## config.mk

```make
export PLATFORM = sky130hd
export DESIGN_NAME = cy_control_reg_pulse
export DESIGN_NICKNAME = d
export VERILOG_FILES = /design/src/rtl/cy_control_reg_pulse.sv
export SDC_FILE = /design/constraint.sdc
export NUM_CORES = 1
export LEC_CHECK = 0
export ABC_AREA = 1
export BUFFER_PORTS_ARGS = -buffer_cell sky130_fd_sc_hd__buf_4
export CAP_MARGIN = 40
export CORE_UTILIZATION = 34
export CTS_CLUSTER_SIZE = 12
export DETAILED_ROUTE_END_ITERATION = 7
export MAX_ROUTING_LAYER = met4
export PLACE_DENSITY = 0.79
export REMOVE_ABC_BUFFERS = 1
export SLEW_MARGIN = 20
export SYNTH_ARGS = -nofsm -noshare
export SYNTH_HDL_FRONTEND = slang
export SYNTH_SLANG_ARGS = --single-unit
```

## constraint.sdc

```tcl
create_clock -name clock -period 0.8 [get_ports clock]
set_input_delay 0 -clock clock [delete_from_list [all_inputs] [get_ports clock]]
set_output_delay 0 -clock clock [all_outputs]
set_load 0.05 [all_outputs]
```

## src/rtl/cy_control_reg_pulse.sv

```systemverilog
// CPU-writable control register driving up to eight fabric nets. Each bit holds a
// written level or emits a fixed-width self-clearing pulse, with optional retiming.
module cy_control_reg_pulse #(
   parameter int         NumOutputs   = 8,
   parameter logic [7:0] DefaultValue = 8'h00,
   parameter logic [7:0] PulseMask    = 8'h00,
   parameter int         PulseWidth   = 1,
   parameter bit         SyncMode     = 1'b0
) (
   input  logic       clock,
   input  logic       reset,
   // cpu_wr qualifies cpu_wdata for exactly the cycle it is high; every such
   // cycle is a complete write and there is no back-pressure toward the bus.
   input  logic       cpu_wr,
   input  logic [7:0] cpu_wdata,
   output logic [7:0] cpu_rdata,
   output logic       control_0,
   output logic       control_1,
   output logic       control_2,
   output logic       control_3,
   output logic       control_4,
   output logic       control_5,
   output logic       control_6,
   output logic       control_7,
   output logic [7:0] control_bus,
   output logic       pulse_active
);

   localparam logic [8:0] LiveFull    = (9'd1 << NumOutputs) - 9'd1;
   localparam logic [7:0] LiveMask    = LiveFull[7:0];
   localparam logic [7:0] ActivePulse = PulseMask & LiveMask;
   // Pulse bits never come out of reset high: they would have no counter behind them.
   localparam logic [7:0] ResetValue  = DefaultValue & LiveMask & ~ActivePulse;
   localparam logic [3:0] Width4      = 4'(PulseWidth);

   logic [7:0]      ctrl;
   logic [7:0]      ctrl_nxt;
   logic [7:0][3:0] cnt;
   logic [7:0][3:0] cnt_nxt;
   logic [7:0]      out_q;
   logic [7:0]      out_vec;

   always_comb begin
      ctrl_nxt = ctrl;
      cnt_nxt  = cnt;
      for (int i = 0; i < 8; i++) begin
         if (!LiveMask[i]) begin
            ctrl_nxt[i] = 1'b0;
            cnt_nxt[i]  = 4'd0;
         end else if (ActivePulse[i]) begin
            // A write of 1 reloads the counter, so a retrigger extends without a gap.
            if (cpu_wr && cpu_wdata[i]) begin
               ctrl_nxt[i] = 1'b1;
               cnt_nxt[i]  = Width4;
            end else if (cnt[i] != 4'd0) begin
               cnt_nxt[i]  = cnt[i] - 4'd1;
               ctrl_nxt[i] = (cnt[i] > 4'd1);
            end
         end else if (cpu_wr) begin
            ctrl_nxt[i] = cpu_wdata[i];
         end
      end
   end

   always_ff @(posedge clock) begin
      if (reset) begin
         ctrl  <= ResetValue;
         cnt   <= '0;
         out_q <= ResetValue;
      end else begin
         ctrl  <= ctrl_nxt;
         cnt   <= cnt_nxt;
         out_q <= ctrl;
      end
   end

   always_comb begin
      pulse_active = 1'b0;
      for (int i = 0; i < 8; i++) begin
         pulse_active = pulse_active | (cnt[i] != 4'd0);
      end
   end

   assign out_vec     = SyncMode ? out_q : ctrl;
   assign cpu_rdata   = ctrl;
   assign control_bus = out_vec;
   assign control_0   = out_vec[0];
   assign control_1   = out_vec[1];
   assign control_2   = out_vec[2];
   assign control_3   = out_vec[3];
   assign control_4   = out_vec[4];
   assign control_5   = out_vec[5];
   assign control_6   = out_vec[6];
   assign control_7   = out_vec[7];

endmodule

```

==> results of run 1 <==
metrics by stage:
stage / utilization [%] / instances / setup WS, ns
4_1_cts: 59.71 / 102 / -0.008281
6_report: 63.75 / 102 / 0.005705
5_1_grt: 63.75 / 102 / -0.02156
3_5_place_dp: 45.87 / 99 / 0.1972
3_3_place_gp: 45.87 / 99 / 0.2236
2_1_floorplan: - / 50 / -0.7516
cell type report:
cell class | count | area [sq um]
repair buffers | 34 | 435.4
well taps | 15 | 18.77
clock buffers | 3 | 22.52
fillers | 112 | 471.7
inverters | 9 | 33.78
multi-input cells | 33 | 128.9
flip-flops and latches | 8 | 190.2
cell usage in the layout (no fill, tap or decap):
cell / Yosys / routed
buf_4: 17 / 10
buf_8: 0 / 24
clkbuf_4: 0 / 3
conb_1: 1 / 1
dfxtp_4: 0 / 8
inv_1: 9 / 9
nand2_1: 15 / 15
nand2_2: 1 / 1
nor2_1: 15 / 15
nor2_2: 1 / 1
logic make-up (layout without fill, tap and decap cells):
logic type             Yosys count  in the layout  synth area share, %
other                            1              1               0.7929
flip-flops                       8              8                33.86
buffers and inverters           28             46                38.89
AND/OR/NAND/NOR                 32             32                26.46
worst reg2reg max path: stages (launching register included):
cell and delay [ns]:
dfxtp_4 0.36, nor2_1 0.13, nor2_2 0.05
final timing paths:
path,start,to,cells past startpoint
setup / recovery,control_bus[5]$_SDFFE_PP0P_,cpu_rdata[5],1
hold / removal,cpu_wdata[5],control_bus[5]$_SDFFE_PP0P_,5
setup reg to reg,control_bus[6]$_SDFFE_PP0P_,control_bus[6]$_SDFFE_PP0P_,2
hold reg to reg,control_bus[7]$_SDFFE_PP0P_,control_bus[7]$_SDFFE_PP0P_,2
per-layer routing:
| metal | track usage [%] | routed length, um |
|---|---|---|
| met1 | 14.19 | 314 |
| met2 | 26.25 | 543 |
| met3 | 9.091 | 114 |
| met4 | 5.172 | 4 |
| met5 | - | 0 |
where the power goes:
part           total [mW]  leakage, nW  internal, mW  switching, mW
sequential          0.479       0.0713         0.422         0.0576
clock               0.307       0.0138         0.172          0.135
combinational       0.651        0.349         0.269          0.382
==> reports/metrics.csv, run 1 <==
metric;value;unit
grt_pass1_wl;1.476;mm
critical_path_class;reg -> out;
overflow;0;
clk_latency;0.25;ns
min_path_type;in -> reg;
synthFlopType;dfxtp_1;
yosysUniqueCellTypes;9;
nNetsFinal;100;
syn-cell-area;473.0;sq um
drive_gt1_share;54.02;%
slowest_stage;dfxtp_4;
largest_register_ffs;8;
clock-root-buffer;clkbuf_4;
drt-vias-per-instance;4.206;
critPathBufInv;1;
slowest_delay;0.39;ns
num_antenna_cells;0;
cts_buffers;3;
synthDominantCellAreaShare;33.86;%
dieArea;1544;sq um
ir_drop;1.103;mV
grt_max_degree;17;
fin_area;829.5;sq um
cts.clk_slew.worst_paths;0.05;ns
timing.fmax;1.259;GHz
power.leakage;0.4342;nW
finalSetupTns;0;ns
gp_congestion;0.5950;
p_per_area;1733;nW/um^2
path_cells;buf_8;
skew;0;ns
via_count;429;
dpl.hpwl;617;um
rsz0062_at_grt;true;
grt_pass1_vias;370;
status;finished, final reports clean;
numClockSinks;8;
synth.largest_area_cell;dfxtp_1;
final_antenna_net_count;0;
totalWireLength;976;um
start_util;36.35;%
die_w;39.30;um
async_flop_share;0;%
core_area;1301;sq um
synth_cells;69;
placed_cell_area;596.8;sq um
power;1.438;mW
drc_errors;0;
cts_hold_buf;0;
htreeDepth;1;
yosys-top-cells-count;buf_4, nand2_1, nor2_1;
cp-start-kind;register;
synth-edff-count;0;
dr.pass1.iters;2;
cts_tree;built;
antenna_found_initial;0;
drt_iter0_drc;3;
synthMostInstantiatedCell;buf_4;
postCtsResizedCells;49;
path_delay_family;flip-flops;
cts_setup_buffers;0;
slew_violations;0;
port_buffers;34;
seq_area_frac_synth;33.86;%
rrSetupSlack;0.15;ns
cts.path.max_buffers;2;
grtUsageTotal;15.35;%
num_rows;13;
synth-seq-cells;8;
arrival;0.79;ns
required;0.80;ns
finalCriticalPeriod;0.7943;ns
finalSetupViolations;0;
yosys_warnings;0;
end_kind;output pin;
wl_per_cell;9.569;um
synthTopCellsByArea;dfxtp_1, buf_4, nand2_1;
syn_avg_cell_area;6.854;sq um
boundaryPins;36;
fp.dieH;39.30;um
timing.final.crit_share;99.29;%
area_delta_synth_final;75.40;%
hold_violations;0;
max_cap_violations;0;
whs;0.03182;ns
crit_fanout;4;
Note: power is estimated with default switching activity, not from simulation.
==> inputs of run 2 (changes only) <==
--- a/config.mk
+++ b/config.mk
@@ -8,11 +8,12 @@
 export ABC_AREA = 1
 export BUFFER_PORTS_ARGS = -buffer_cell sky130_fd_sc_hd__buf_4
 export CAP_MARGIN = 40
-export CORE_UTILIZATION = 34
+export CORE_UTILIZATION = 36
+export CTS_BUF_LIST = sky130_fd_sc_hd__clkbuf_2 sky130_fd_sc_hd__clkbuf_4 sky130_fd_sc_hd__clkbuf_8
 export CTS_CLUSTER_SIZE = 12
 export DETAILED_ROUTE_END_ITERATION = 7
 export MAX_ROUTING_LAYER = met4
-export PLACE_DENSITY = 0.79
+export PLACE_DENSITY = 0.82
 export REMOVE_ABC_BUFFERS = 1
 export SLEW_MARGIN = 20
 export SYNTH_ARGS = -nofsm -noshare
==> run 2 against run 1 <==
Compared with the run above:
- non-clock buffer count is the same
- die area shrank 5.3%
- first-iteration DRC count grew 130%
- flip-flop and latch count is the same
- cell count shrank 0.98%
- highest routed layer is now met3
- setup slack lost 0.0021 ns
- via count shrank 3.5%
- sequential power shrank 1%
- critical path depth is the same
- critical endpoint is now cpu_rdata[1]
- power shrank 2.6%
- final area shrank 5.0%
- critical path type unchanged
==> reports/metrics.csv, run 2 (synthesized netlist as in run 1, its figures left out) <==
metric;value;unit;change
slowest_stage;dfxtp_2;;
grt_max_degree;17;;unchanged
htreeDepth;1;;unchanged
slew_violations;0;;unchanged
nNetsFinal;100;;unchanged
cts.path.max_buffers;2;;unchanged
crit_fanout;4;;unchanged
dpl.cell_count;98;;-1.0%
drc_errors;0;;unchanged
cts.clk_slew.worst_paths;0.05;ns;about the same
drive_gt1_share;54.02;%;unchanged
rsz0062_at_grt;true;;
cts_buffers;3;;unchanged
placed_cell_area;595.6;sq um;-0.21%
dr.pass1.iters;3;;+1
num_rows;12;;-1
core_area;1156;sq um;-11%
totalWireLength;975;um;-0.10%
power.leakage;0.4225;nW;-2.7%
whs;0.03703;ns;+0.005215 ns
status;finished, final reports clean;;
start_util;40.91;%;+4.6 points
drt-vias-per-instance;4.099;;-2.5%
die_w;38.25;um;-2.7%
wl_per_cell;9.653;um;+0.89%
finalSetupViolations;0;;unchanged
max_cap_violations;0;;unchanged
final_antenna_net_count;0;;unchanged
fin_area;788.3;sq um;-5.0%
grt_pass1_wl;1.324;mm;-10%
overflow;0;;unchanged
area_delta_synth_final;66.67;%;
dpl.hpwl;642.3;um;+4.1%
gp_congestion;0.5691;;-4.4%
timing.fmax;1.256;GHz;-0.27%
port_buffers;34;;unchanged
required;0.80;ns;about the same
ir_drop;1.605;mV;+46%
finalSetupTns;0;ns;unchanged
cts_hold_buf;0;;unchanged
path_delay_family;flip-flops;;
hold_violations;0;;unchanged
cts_setup_buffers;0;;unchanged
final_cell_count_no_fill;101;;-0.98%
critical_path_class;reg -> out;;
grtUsageTotal;14.14;%;-1.2 points
fp.dieH;38.25;um;-2.7%
timing.final.crit_share;99.55;%;+0.27 points
drt_iter0_drc;7;;+4
finalCriticalPeriod;0.7964;ns;+0.002133 ns
clk_latency;0.25;ns;about the same
grt_pass1_vias;341;;-7.8%
cts_tree;built;;
dieArea;1463;sq um;-5.3%
path_cells;buf_4;;
antenna_found_initial;0;;unchanged
numClockSinks;8;;unchanged
skew;0;ns;unchanged
layout_commonest_cell;buf_8;;
min_path_type;in -> reg;;
critPathBufInv;1;;unchanged
arrival;0.80;ns;about the same
largest_register_ffs;8;;unchanged
cp-start-kind;register;;
end_kind;output pin;;
num_antenna_cells;0;;unchanged
clock-root-buffer;clkbuf_4;;
via_count;414;;-3.5%
mostFrequentLayoutCells;buf_8, nor2_1, nand2_1;;
slowest_delay;0.35;ns;-0.04 ns
boundaryPins;36;;unchanged
power;1.400;mW;-2.6%
p_per_area;1776;nW/um^2;+2.5%
## run 2: cell counts in the layout (fill, tap and decap cells not counted)
No cell type changed its count.
## run 2: layout make-up
class                      count  area [sq um]
tap                           14         17.52
inverter                       9         33.78
fill                         103         367.9
sequential                     8         187.7
multi-input combinational     33         128.9
clock buffer                   3         22.52
timing repair buffer          34         397.9
## run 2: stage by stage
stage | worst slack (ns) | util, %
6_report | 0.003572 | 68.18
5_1_grt | -0.02515 | 68.18
4_1_cts | -0.003712 | 62.66
3_5_place_dp | 0.2023 | 51.52
3_3_place_gp | 0.2245 | 51.52
2_1_floorplan | -0.7516 | -
## run 2: repair_timing
action	4_1_cts	5_1_grt
setup endpoints to repair	24	23
resized for setup	34	19
hold endpoints to repair	0	0
## run 2: worst paths after layout
path                                from                           to  slack (ns)  cells after the start
min reg2reg  control_bus[1]$_SDFFE_PP0P_  control_bus[1]$_SDFFE_PP0P_        0.49                      2
max reg2reg  control_bus[6]$_SDFFE_PP0P_  control_bus[6]$_SDFFE_PP0P_        0.14                      2
min                         cpu_wdata[1]  control_bus[1]$_SDFFE_PP0P_        0.04                      5
max          control_bus[1]$_SDFFE_PP0P_                 cpu_rdata[1]       0.004                      1
## run 2: where the power goes
part           switching [mW]  total (mW)  internal (mW)
Clock                   0.127       0.298          0.171
Sequential             0.0498       0.473          0.423
Combinational           0.384       0.629          0.245
## run 2: layer usage
layer | global-route usage, % | wire length (um) | vias to the layer above
met2 | 25.00 | 582 | 22
met5 | - | 0 | -
met1 | 13.98 | 299 | 179
met3 | 8.721 | 93 | 0
li1 | - | - | 213
met4 | 0 | 0 | 0
